--- src/rtl/serial_cmd_master.sv ---
// -----------------------------------------------------------------------------
// serial_cmd_master
//
// Host-side initiator for the ASCII-hex command protocol served by a remote
// serial controller. It takes one request at a time. A request is an opcode
// character plus an optional 16-bit argument. The module transmits the
// argument as four lowercase hex characters (MSB nibble first), followed by
// the opcode. It then parses the controller's reply into a 16-bit result.
// The expected reply is: four echoed digits, ' ', 'x', then four hex digits.
//
// Ports
//   clk        in   system clock
//   resetn     in   asynchronous active-low reset
//   req_valid  in   request present
//   req_ready  out  high while idle; a request is accepted on a clk edge
//                   where req_valid && req_ready
//   req_op     in   opcode character (never 0-9 / a-f)
//   req_wdata  in   argument, sent as hex; ignored when req_nodata is set
//   req_nodata in   1: send the opcode only, without digits
//   rsp_valid  out  one-cycle strobe: the response is complete
//   rsp_data   out  parsed reply value; held until the next rsp_valid
//   rsp_err    out  0 ok, 1 timeout, 2 echo/frame error, 3 opcode unrecognised
//   xmit       out  byte write strobe towards the serial transmitter FIFO
//   txchar     out  byte to transmit, valid with xmit
//   rxstrobe   in   received-byte strobe from the serial receiver
//   rxbyte     in   received byte, valid with rxstrobe
// -----------------------------------------------------------------------------
module serial_cmd_master #(
    parameter logic [23:0] TIMEOUT_CYCLES = 24'd400000
) (
    input  logic        clk,
    input  logic        resetn,
    input  logic        req_valid,
    output logic        req_ready,
    input  logic [7:0]  req_op,
    input  logic [15:0] req_wdata,
    input  logic        req_nodata,
    output logic        rsp_valid,
    output logic [15:0] rsp_data,
    output logic [1:0]  rsp_err,
    output logic        xmit,
    output logic [7:0]  txchar,
    input  logic        rxstrobe,
    input  logic [7:0]  rxbyte
);

    localparam logic [1:0] S_IDLE = 2'd0;
    localparam logic [1:0] S_TX   = 2'd1;
    localparam logic [1:0] S_RX   = 2'd2;
    localparam logic [1:0] S_DONE = 2'd3;

    localparam logic [1:0] ERR_OK      = 2'd0;
    localparam logic [1:0] ERR_TIMEOUT = 2'd1;
    localparam logic [1:0] ERR_FRAME   = 2'd2;
    localparam logic [1:0] ERR_OPCODE  = 2'd3;

    // Nibble to lowercase ASCII hex: '0'..'9' then 'a'..'f' (0x61 - 10 = 0x57).
    function automatic logic [7:0] hex_char(input logic [3:0] n);
        return (n < 4'd10) ? (8'h30 + {4'h0, n}) : (8'h57 + {4'h0, n});
    endfunction

    // Byte number idx of the outgoing frame: four digits then the opcode.
    function automatic logic [7:0] tx_byte(input logic [7:0] op, input logic [15:0] wd,
                                           input logic [2:0] idx);
        logic [7:0] b;
        case (idx)
            3'd0:    b = hex_char(wd[15:12]);
            3'd1:    b = hex_char(wd[11:8]);
            3'd2:    b = hex_char(wd[7:4]);
            3'd3:    b = hex_char(wd[3:0]);
            default: b = op;
        endcase
        return b;
    endfunction

    logic [1:0]  state_reg;
    logic [7:0]  op_reg;
    logic [15:0] wdata_reg;
    logic [2:0]  tx_idx_reg;   // index of the byte currently presented on txchar
    logic [3:0]  rxpos_reg;    // position within the reply frame of the next rx byte
    logic [15:0] acc_reg;
    logic [23:0] tmo_reg;

    assign req_ready = (state_reg == S_IDLE);

    // ---------------------------------------------------------------------
    // Received-byte classification
    // ---------------------------------------------------------------------
    logic        rx_is_hex;
    logic [3:0]  rx_nib;
    logic [1:0]  rx_err;
    logic [15:0] acc_next;

    always_comb begin
        rx_is_hex = 1'b0;
        rx_nib    = 4'd0;
        if (rxbyte >= 8'h30 && rxbyte <= 8'h39) begin
            rx_is_hex = 1'b1;
            rx_nib    = rxbyte[3:0];
        end else if (rxbyte >= 8'h61 && rxbyte <= 8'h66) begin
            rx_is_hex = 1'b1;
            rx_nib    = rxbyte[3:0] + 4'd9;   // 'a' has low nibble 1 -> 10
        end
    end

    assign acc_next = {acc_reg[11:0], rx_nib};

    always_comb begin
        rx_err = ERR_OK;
        if (rxpos_reg < 4'd4) begin
            // The echo must match what we sent, digit for digit.
            if (rxbyte != tx_byte(op_reg, wdata_reg, {1'b0, rxpos_reg[1:0]})) begin
                rx_err = ERR_FRAME;
            end
        end else if (rxpos_reg == 4'd4) begin
            // The controller echoes the opcode back in place of ' ' when it
            // does not recognise it.
            if (rxbyte == 8'h20) begin
                rx_err = ERR_OK;
            end else if (rxbyte == op_reg) begin
                rx_err = ERR_OPCODE;
            end else begin
                rx_err = ERR_FRAME;
            end
        end else if (rxpos_reg == 4'd5) begin
            if (rxbyte != 8'h78) begin
                rx_err = ERR_FRAME;
            end
        end else if (!rx_is_hex) begin
            rx_err = ERR_FRAME;
        end
    end

    // ---------------------------------------------------------------------
    // Completion detection (error, final digit, or timeout)
    // ---------------------------------------------------------------------
    logic        fin;
    logic [1:0]  fin_err;
    logic [15:0] fin_data;
    logic        tmo_hit;

    assign tmo_hit = (tmo_reg >= TIMEOUT_CYCLES - 24'd1);

    always_comb begin
        fin      = 1'b0;
        fin_err  = ERR_OK;
        fin_data = 16'h0000;
        if (state_reg == S_TX || state_reg == S_RX) begin
            if (rxstrobe) begin
                if (rx_err != ERR_OK) begin
                    fin     = 1'b1;
                    fin_err = rx_err;
                end else if (rxpos_reg == 4'd9) begin
                    fin      = 1'b1;
                    fin_data = acc_next;
                end
            end else if (tmo_hit) begin
                // A byte arriving on the deadline cycle wins over the timeout.
                fin     = 1'b1;
                fin_err = ERR_TIMEOUT;
            end
        end
    end

    // ---------------------------------------------------------------------
    // Main sequencer
    // ---------------------------------------------------------------------
    always_ff @(posedge clk or negedge resetn) begin
        if (!resetn) begin
            state_reg  <= S_IDLE;
            op_reg     <= 8'h00;
            wdata_reg  <= 16'h0000;
            tx_idx_reg <= 3'd0;
            rxpos_reg  <= 4'd0;
            acc_reg    <= 16'h0000;
            tmo_reg    <= 24'd0;
            xmit       <= 1'b0;
            txchar     <= 8'h00;
            rsp_valid  <= 1'b0;
            rsp_data   <= 16'h0000;
            rsp_err    <= ERR_OK;
        end else begin
            rsp_valid <= 1'b0;
            case (state_reg)
                S_IDLE: begin
                    // Bytes arriving while idle are stray replies and are dropped.
                    if (req_valid) begin
                        op_reg     <= req_op;
                        wdata_reg  <= req_wdata;
                        tmo_reg    <= 24'd0;
                        acc_reg    <= 16'h0000;
                        rxpos_reg  <= req_nodata ? 4'd4 : 4'd0;
                        tx_idx_reg <= req_nodata ? 3'd4 : 3'd0;
                        xmit       <= 1'b1;
                        txchar     <= req_nodata ? req_op : hex_char(req_wdata[15:12]);
                        state_reg  <= S_TX;
                    end
                end

                S_TX, S_RX: begin
                    if (state_reg == S_TX) begin
                        if (tx_idx_reg == 3'd4) begin
                            xmit      <= 1'b0;
                            txchar    <= 8'h00;
                            state_reg <= S_RX;
                        end else begin
                            tx_idx_reg <= tx_idx_reg + 3'd1;
                            txchar     <= tx_byte(op_reg, wdata_reg, tx_idx_reg + 3'd1);
                        end
                    end

                    // Reply bytes are accepted in TX too: a fast controller may
                    // start echoing before the last byte has left.
                    if (rxstrobe) begin
                        tmo_reg   <= 24'd0;
                        rxpos_reg <= rxpos_reg + 4'd1;
                        if (rxpos_reg >= 4'd6) begin
                            acc_reg <= acc_next;
                        end
                    end else if (tmo_reg != 24'hffffff) begin
                        tmo_reg <= tmo_reg + 24'd1;
                    end

                    // Overrides the TX step above: an early error aborts the send.
                    if (fin) begin
                        state_reg <= S_DONE;
                        xmit      <= 1'b0;
                        txchar    <= 8'h00;
                        rsp_valid <= 1'b1;
                        rsp_data  <= fin_data;
                        rsp_err   <= fin_err;
                    end
                end

                S_DONE: begin
                    state_reg <= S_IDLE;
                end

                default: begin
                    state_reg <= S_IDLE;
                end
            endcase
        end
    end

endmodule

--- config.mk ---
export PLATFORM = sky130hd
export DESIGN_NAME = serial_cmd_master
export DESIGN_NICKNAME = d
export VERILOG_FILES = /design/src/rtl/serial_cmd_master.sv
export SDC_FILE = /design/constraint.sdc
export NUM_CORES = 1
export LEC_CHECK = 0
export CORE_ASPECT_RATIO = 0.75
export CORE_MARGIN = 2
export CORE_UTILIZATION = 35
export DETAILED_ROUTE_END_ITERATION = 10
export HOLD_SLACK_MARGIN = 0.03
export SLEW_MARGIN = 25
export SYNTH_ARGS = -nofsm -noshare
export SYNTH_HDL_FRONTEND = slang
export SYNTH_SLANG_ARGS = --single-unit
--- constraint.sdc ---
create_clock -name clk -period 7.8 [get_ports clk]
set_clock_uncertainty 0.15 [all_clocks]
set_input_delay 1.17 -clock clk [delete_from_list [all_inputs] [get_ports clk]]
set_output_delay 1.17 -clock clk [all_outputs]
set_load 0.1 [all_outputs]
## Word level (Yosys, flattened, before mapping)

Cells that the tools add are included.

| storage, ports and cells | value |
|---|---|
| logic and storage cells | 150 |
| bits in registers | 97 |
| input bits | 37 |
| output and inout port bits | 29 |

| operators by class | value |
|---|---|
| order comparisons | 12 |
| muxes and demuxes | 68 |
| add/subtract/negate cells | 14 |
| equality and inequality tests | 26 |
| reduce and logical (&&, ||, !) cells | 18 |

Operator list:

| kind | number |
|---|---|
| $mux W8 | 11 |
| $mux W24 | 3 |
| $mux W16 | 4 |
| $pmux W8 S4 | 2 |
| $pmux W24 S2 | 1 |
| $add A7 B4 Y8 const A | 5 |
| $mux W12 | 3 |
| $add A6 B4 Y7 const A | 5 |
| $mux W2 | 14 |
| $add A24 B1 Y24 const B | 1 |
| $ge A24 B19 Y1 const B | 1 |
| $ne A24 B24 Y1 const B | 1 |
| $pmux W12 S2 | 1 |
| $lt A4 B4 Y1 const B | 5 |
| $mux W4 | 4 |
| $pmux W8 S2 | 1 |
| $mux W1 | 15 |
| $mux W3 | 5 |
| $reduce_and A3 Y1 | 4 |
| $reduce_and A4 Y1 | 3 |
| $ne A2 B2 Y1 const B | 5 |
| $ne A3 B3 Y1 const B | 3 |
| $eq A2 B2 Y1 const B | 4 |
| $eq A4 B3 Y1 const B | 2 |
| other kinds (29) | 35 |

## Longest topological paths before layout

| depth | value |
|---|---|
| depth after elaboration | 14 |
| gate-level depth with buffers | 13 |
| mapped depth without buffers | 10 |

## Worst setup path after synthesis

Ideal clock, no wire load.

| timing | value |
|---|---|
| path type | input -> register |
| from | input rxbyte[3] |
| to | register rsp_data[10] |
| arrival time | 3.307 ns |
| library setup time | 0.069 ns |
| required time | 7.581 ns |
| path buffers | 3 |
| stages | 11 |
| slack | 4.274 ns |
| cells stage by stage | buf_2 -> or4b_1 -> or3b_1 -> a31o_2 -> a21oi_1 -> o21ai_1 -> nand3b_2 -> a21o_1 -> buf_4 -> buf_8 -> a22o_1 |

| on the way | value |
|---|---|
| cells in the longest elaborated chain, start to end | 13 |
| elaborated cells on any way between the ends | 28 |
| those cells by class | order compare: 4; eq/ne: 4; mux: 16; reduce/logical: 4 |

Ends and longest elaborated chain:

| item | line | RTL |
|---|---|---|
| start, declared | 44 | `input logic [7:0] rxbyte` |
| $ge A8 B7 Y1 or $le A8 B7 Y1 (tied branches) | 100 | `end else if (rxbyte >= 8'h61 && rxbyte <= 8'h66) begin` |
| $logic_and A1 B1 Y1 | 100 |  |
| $mux W1 | 100 |  |
| $mux W1 | 97 | `if (rxbyte >= 8'h30 && rxbyte <= 8'h39) begin` |
| $mux W2 | 129 | `end else if (!rx_is_hex) begin` |
| $mux W2 | 125 | `end else if (rxpos_reg == 4'd5) begin` |
| $mux W2 | 115 | `end else if (rxpos_reg == 4'd4) begin` |
| $mux W2 * | 110 | `if (rxpos_reg < 4'd4) begin` |
| $reduce_bool A2 Y1 * | 150 | `if (rx_err != ERR_OK) begin` |
| $mux W1 | 150 |  |
| $mux W1 | 149 | `if (rxstrobe) begin` |
| $mux W1 | 148 | `if (state_reg == S_TX \|\| state_reg == S_RX) begin` |
| $reduce_and A2 Y1 (no source line) | - |  |
| end signal, assigned | 230 | `rsp_data <= fin_data;` |
| end, declared | 39 | `output logic [15:0] rsp_data,` |

Every way passes the cells marked *; elsewhere a longest branch is shown, timed or not.
A chain may end at the register's enable or synchronous reset.

## Worst setup path after layout

| timing | value |
|---|---|
| from | input rxbyte[3] |
| to | register rsp_data[9] |

Same word-level chain as after synthesis.

==> impl_metrics.json <==
{
  "wl_met3_um": 1030,
  "place.gp.congestion": 0.884,
  "fin_tns_setup_ns": 0,
  "gate_count_after_technology_mapping": 636,
  "synthDistinctLibCells": 77,
  "filler_cells": 1591,
  "fmax_mhz": 231,
  "grt_first_pass_wirelength_um": 26900,
  "clock_tree.root_cell": "sky130_fd_sc_hd__clkbuf_16",
  "power_density_nw_per_um2": 404,
  "core_um2": 16700,
  "synth_compound_area_share_pct": 20.2,
  "worst_hold_path_type": "reg2reg",
  "final_wl_um": 16300,
  "run_status": "completed",
  "antenna-diode-count": 0,
  "clk_pin_slew_worst_paths_ns": 0.07,
  "postRouteAntennaNets": 0,
  "ys_seq_elements": 97,
  "synth_simple_gate_area_share_pct": 19.0,
  "number_of_enable_type_register_cells_in_the_synthesized_netlist": 0,
  "timing.critical_path.required_ns": 7.94,
  "synth_flop_cell": "sky130_fd_sc_hd__dfrtp_1",
  "relSlewSlack_pct": 34.9,
  "max_stage_delay_ns": 0.63,
  "synth_area_leader_cell": "sky130_fd_sc_hd__dfrtp_1",
  "cts_buffers": 9,
  "route.top_layer_used": "met4",
  "postSynthNetCount": 694,
  "timing_worst_setup_path_type": "in2reg",
  "worstPathCellList": "clkdlybuf4s50_1 -> or4b_1 -> or3b_1 -> a31o_2 -> a21oi_1 -> o21ai_1 -> nand3b_2 -> a21o_1 -> a22o_1",
  "cts_max_level": 3,
  "synthesis.area_um2": 5930,
  "synth-xor-area-share_pct": 5.62,
  "core.rowCount": 41,
  "ys_async_sr_fraction_pct": 100,
  "dp_hpwl_um": 12100,
  "route.vias.total": 5033,
  "fraction_of_the_cycle_the_final_worst_path_needs_pct": 55.6,
  "drt-vias-per-instance": 5.59,
  "power_leakage_uw": 0.00294,
  "pre_cts_ws_ns": 3.12,
  "finalWorstSetupSlack_ns": 3.46,
  "cts_hold_buffers": 0,
  "seq_area_um2": 2430,
  "antenna_found_initial": 0,
  "maxCapViolations": 0,
  "grt_setup_unrepaired": "no",
  "synth_largest_type_area_fraction_pct": 41.0,
  "timing.critical_path.fanout_max": 18,
  "synthAdderAreaFrac_pct": 4.43,
  "signed_area_change_from_the_synthesized_netlist_to_the_final_layout_pct": 18.3,
  "nets": 738,
  "post_synth_main_area_contributors": "sky130_fd_sc_hd__dfrtp_1 (41%), sky130_fd_sc_hd__nand2_1 (4.5%), sky130_fd_sc_hd__ha_1 (4.4%), sky130_fd_sc_hd__mux2_2 (3.8%), sky130_fd_sc_hd__xnor2_1 (3.3%)",
  "worstSetupEndpointType": "register",
  "clock_insertion_delay_worst_skew_ns": 0.36,
  "crit_slowest_cell": "sky130_fd_sc_hd__or4b_1",
  "cts_setup_buffers": 0,
  "start_util_pct": 35.5,
  "grt_start_max_net_pins": 81,
  "io_pins": 66,
  "clkSinkCount": 97,
  "timing.hold.ws_ns": 0.337,
  "number_of_max_slew_violations_in_the_final_report": 0,
  "cts_resized": 0,
  "multiInputGateArea_um2": 3200,
  "wl_met1_um": 8380,
  "report.final.hold_viol_count": 0,
  "clockBufferDepth": 2,
  "peakVddDrop_mv": 0.346,
  "yosys_warnings": 0,
  "drt_drc_violations_left": 0,
  "drt-initial-drc-count": 377,
  "detailroute.wirelength.met2_um": 6860,
  "globalRouteTotalUtil_pct": 19.1,
  "fin_crit_ns": 4.34,
  "flip_flop_count_of_the_largest_register_all_copies_and_words_added": 24,
  "routed_wire_length_per_instance_um": 18.1,
  "startpoint_type": "primary input",
  "synth_top_family_by_area": "compound AO/OA/AOI/OAI gates",
  "final_layout_size_suffix_gt1_share_pct": 8.32,
  "first_global_vias": 4930,
  "grt.overflow.total": 0,
  "multiplexer_area_fraction_after_synthesis_pct": 4.69,
  "dieHeight_um": 117,
  "worstMarginPinSlew_ns": 0.974,
  "arrival_ns": 4.47,
  "worst-path-buf-inv": 1,
  "drtPass1Iterations": 5,
  "syn_area_per_cell_um2": 9.32,
  "timing.final.setup_violations": 0,
  "die_w_um": 154,
  "tritoncts_clock_tree": "done",
  "port_buffers": 65,
  "register_area_share_after_synthesis_pct": 41.0,
  "design.die.area_um2": 18000,
  "critical-path-top-delay-family": "compound AO/OA/AOI/OAI gates"
}
cells in the mapped netlist (6+ instances only):
library cell                count
sky130_fd_sc_hd__a21oi_1       29
sky130_fd_sc_hd__a22o_1        13
sky130_fd_sc_hd__and4_1         6
sky130_fd_sc_hd__buf_2          7
sky130_fd_sc_hd__clkbuf_1      22
sky130_fd_sc_hd__dfrtp_1       97
sky130_fd_sc_hd__ha_1          21
sky130_fd_sc_hd__inv_1         33
sky130_fd_sc_hd__mux2_2        20
sky130_fd_sc_hd__nand2_1       71
sky130_fd_sc_hd__nand2b_1       7
sky130_fd_sc_hd__nand3_1       19
sky130_fd_sc_hd__nand4_1       13
sky130_fd_sc_hd__nor2_1        40
sky130_fd_sc_hd__nor3_1        11
sky130_fd_sc_hd__o211ai_1       6
sky130_fd_sc_hd__o21a_1         7
sky130_fd_sc_hd__o21ai_0       37
sky130_fd_sc_hd__o2bb2ai_1      6
sky130_fd_sc_hd__xnor2_1       22
sky130_fd_sc_hd__xor2_1        16
placed cells by master (no fill, tap or decap), types with 19 or more instances in the layout:
master,synthesis,routed
sky130_fd_sc_hd__o21ai_0,37,37
sky130_fd_sc_hd__a21oi_1,29,29
sky130_fd_sc_hd__nor2_1,40,40
sky130_fd_sc_hd__mux2_2,20,20
sky130_fd_sc_hd__nand2_1,71,70
sky130_fd_sc_hd__xnor2_1,22,21
sky130_fd_sc_hd__ha_1,21,21
sky130_fd_sc_hd__dfrtp_1,97,97
sky130_fd_sc_hd__inv_1,33,33
sky130_fd_sc_hd__nand3_1,19,19
sky130_fd_sc_hd__clkdlybuf4s50_1,0,64
per-stage QoR:
stage               total power (uW)  std cells  cell area, um^2  util, %
floorplan                       1960        636             5930        -
detailed placement              2350        884             6690     40.2
CTS                             2830        900             7000     42.0
global route                    3030        900             7010     42.0
global placement                2320        884             6690     40.1
finish                          2830        900             7010     42.0
cells by family (layout without fill, tap and decap cells):
| group | Yosys count | after routing |
|---|---|---|
| AOI/OAI and AO/OA | 170 | 170 |
| xor gates and xnor gates | 38 | 38 |
| and+or+nand+nor | 216 | 216 |
| DFF | 97 | 97 |
| muxes | 25 | 25 |
| buffers and inverters | 69 | 118 |
| adders and majority gates | 21 | 21 |
final timing paths:
| path | to | slack, ns | from | depth (start not counted) |
|---|---|---|---|---|
| worst max-delay path | rsp_data[9] | 3.46 | rxbyte[3] | 9 |
| worst min-delay path | wdata_reg[12] | 0.34 | wdata_reg[12] | 2 |
| worst max register to register | rsp_data[9] | 3.77 | rxpos_reg[0] | 10 |
| worst min register to register | wdata_reg[12] | 0.34 | wdata_reg[12] | 2 |
| max in group asynchronous | acc_reg[1] | 5.97 | resetn | 2 |
| min in group asynchronous | wdata_reg[1] | 0.54 | resetn | 1 |
per-layer routing:
layer	vias to the layer above	global-route usage (%)
met5	-	0
met4	0	3.12
met3	2	4.34
met2	163	28.7
met1	2477	28.6
li1	2391	-
worst reg2reg max path, delay by kind of cell, from the launching register on:
| family | cells | cell delay, ns |
|---|---|---|
| multiplexers | 1 | 0.33 |
| buffers and inverters | 2 | 0.41 |
| flip-flops | 1 | 0.42 |
| AO/OA/AOI/OAI | 3 | 0.99 |
| AND/OR/NAND/NOR | 3 | 1.12 |
| adder cells (fa/ha/maj) | 1 | 0.54 |
power by group:
part	internal [uW]	leakage (uW)	switching (uW)
clock	252	0.000140	213
sequential	638	0.00127	183
combinational	537	0.00153	1010
total	1430	0.00294	1410
final cells by class:
class / instances / area share (%)
multi-input combinational: 470 / 45.7
clock inverter: 7 / 1.11
sequential: 97 / 34.6
timing repair buffer: 69 / 9.73
tap: 215 / 3.84
clock buffer: 9 / 3.21
inverter: 33 / 1.77
Note: power is estimated with default switching activity, not from simulation.
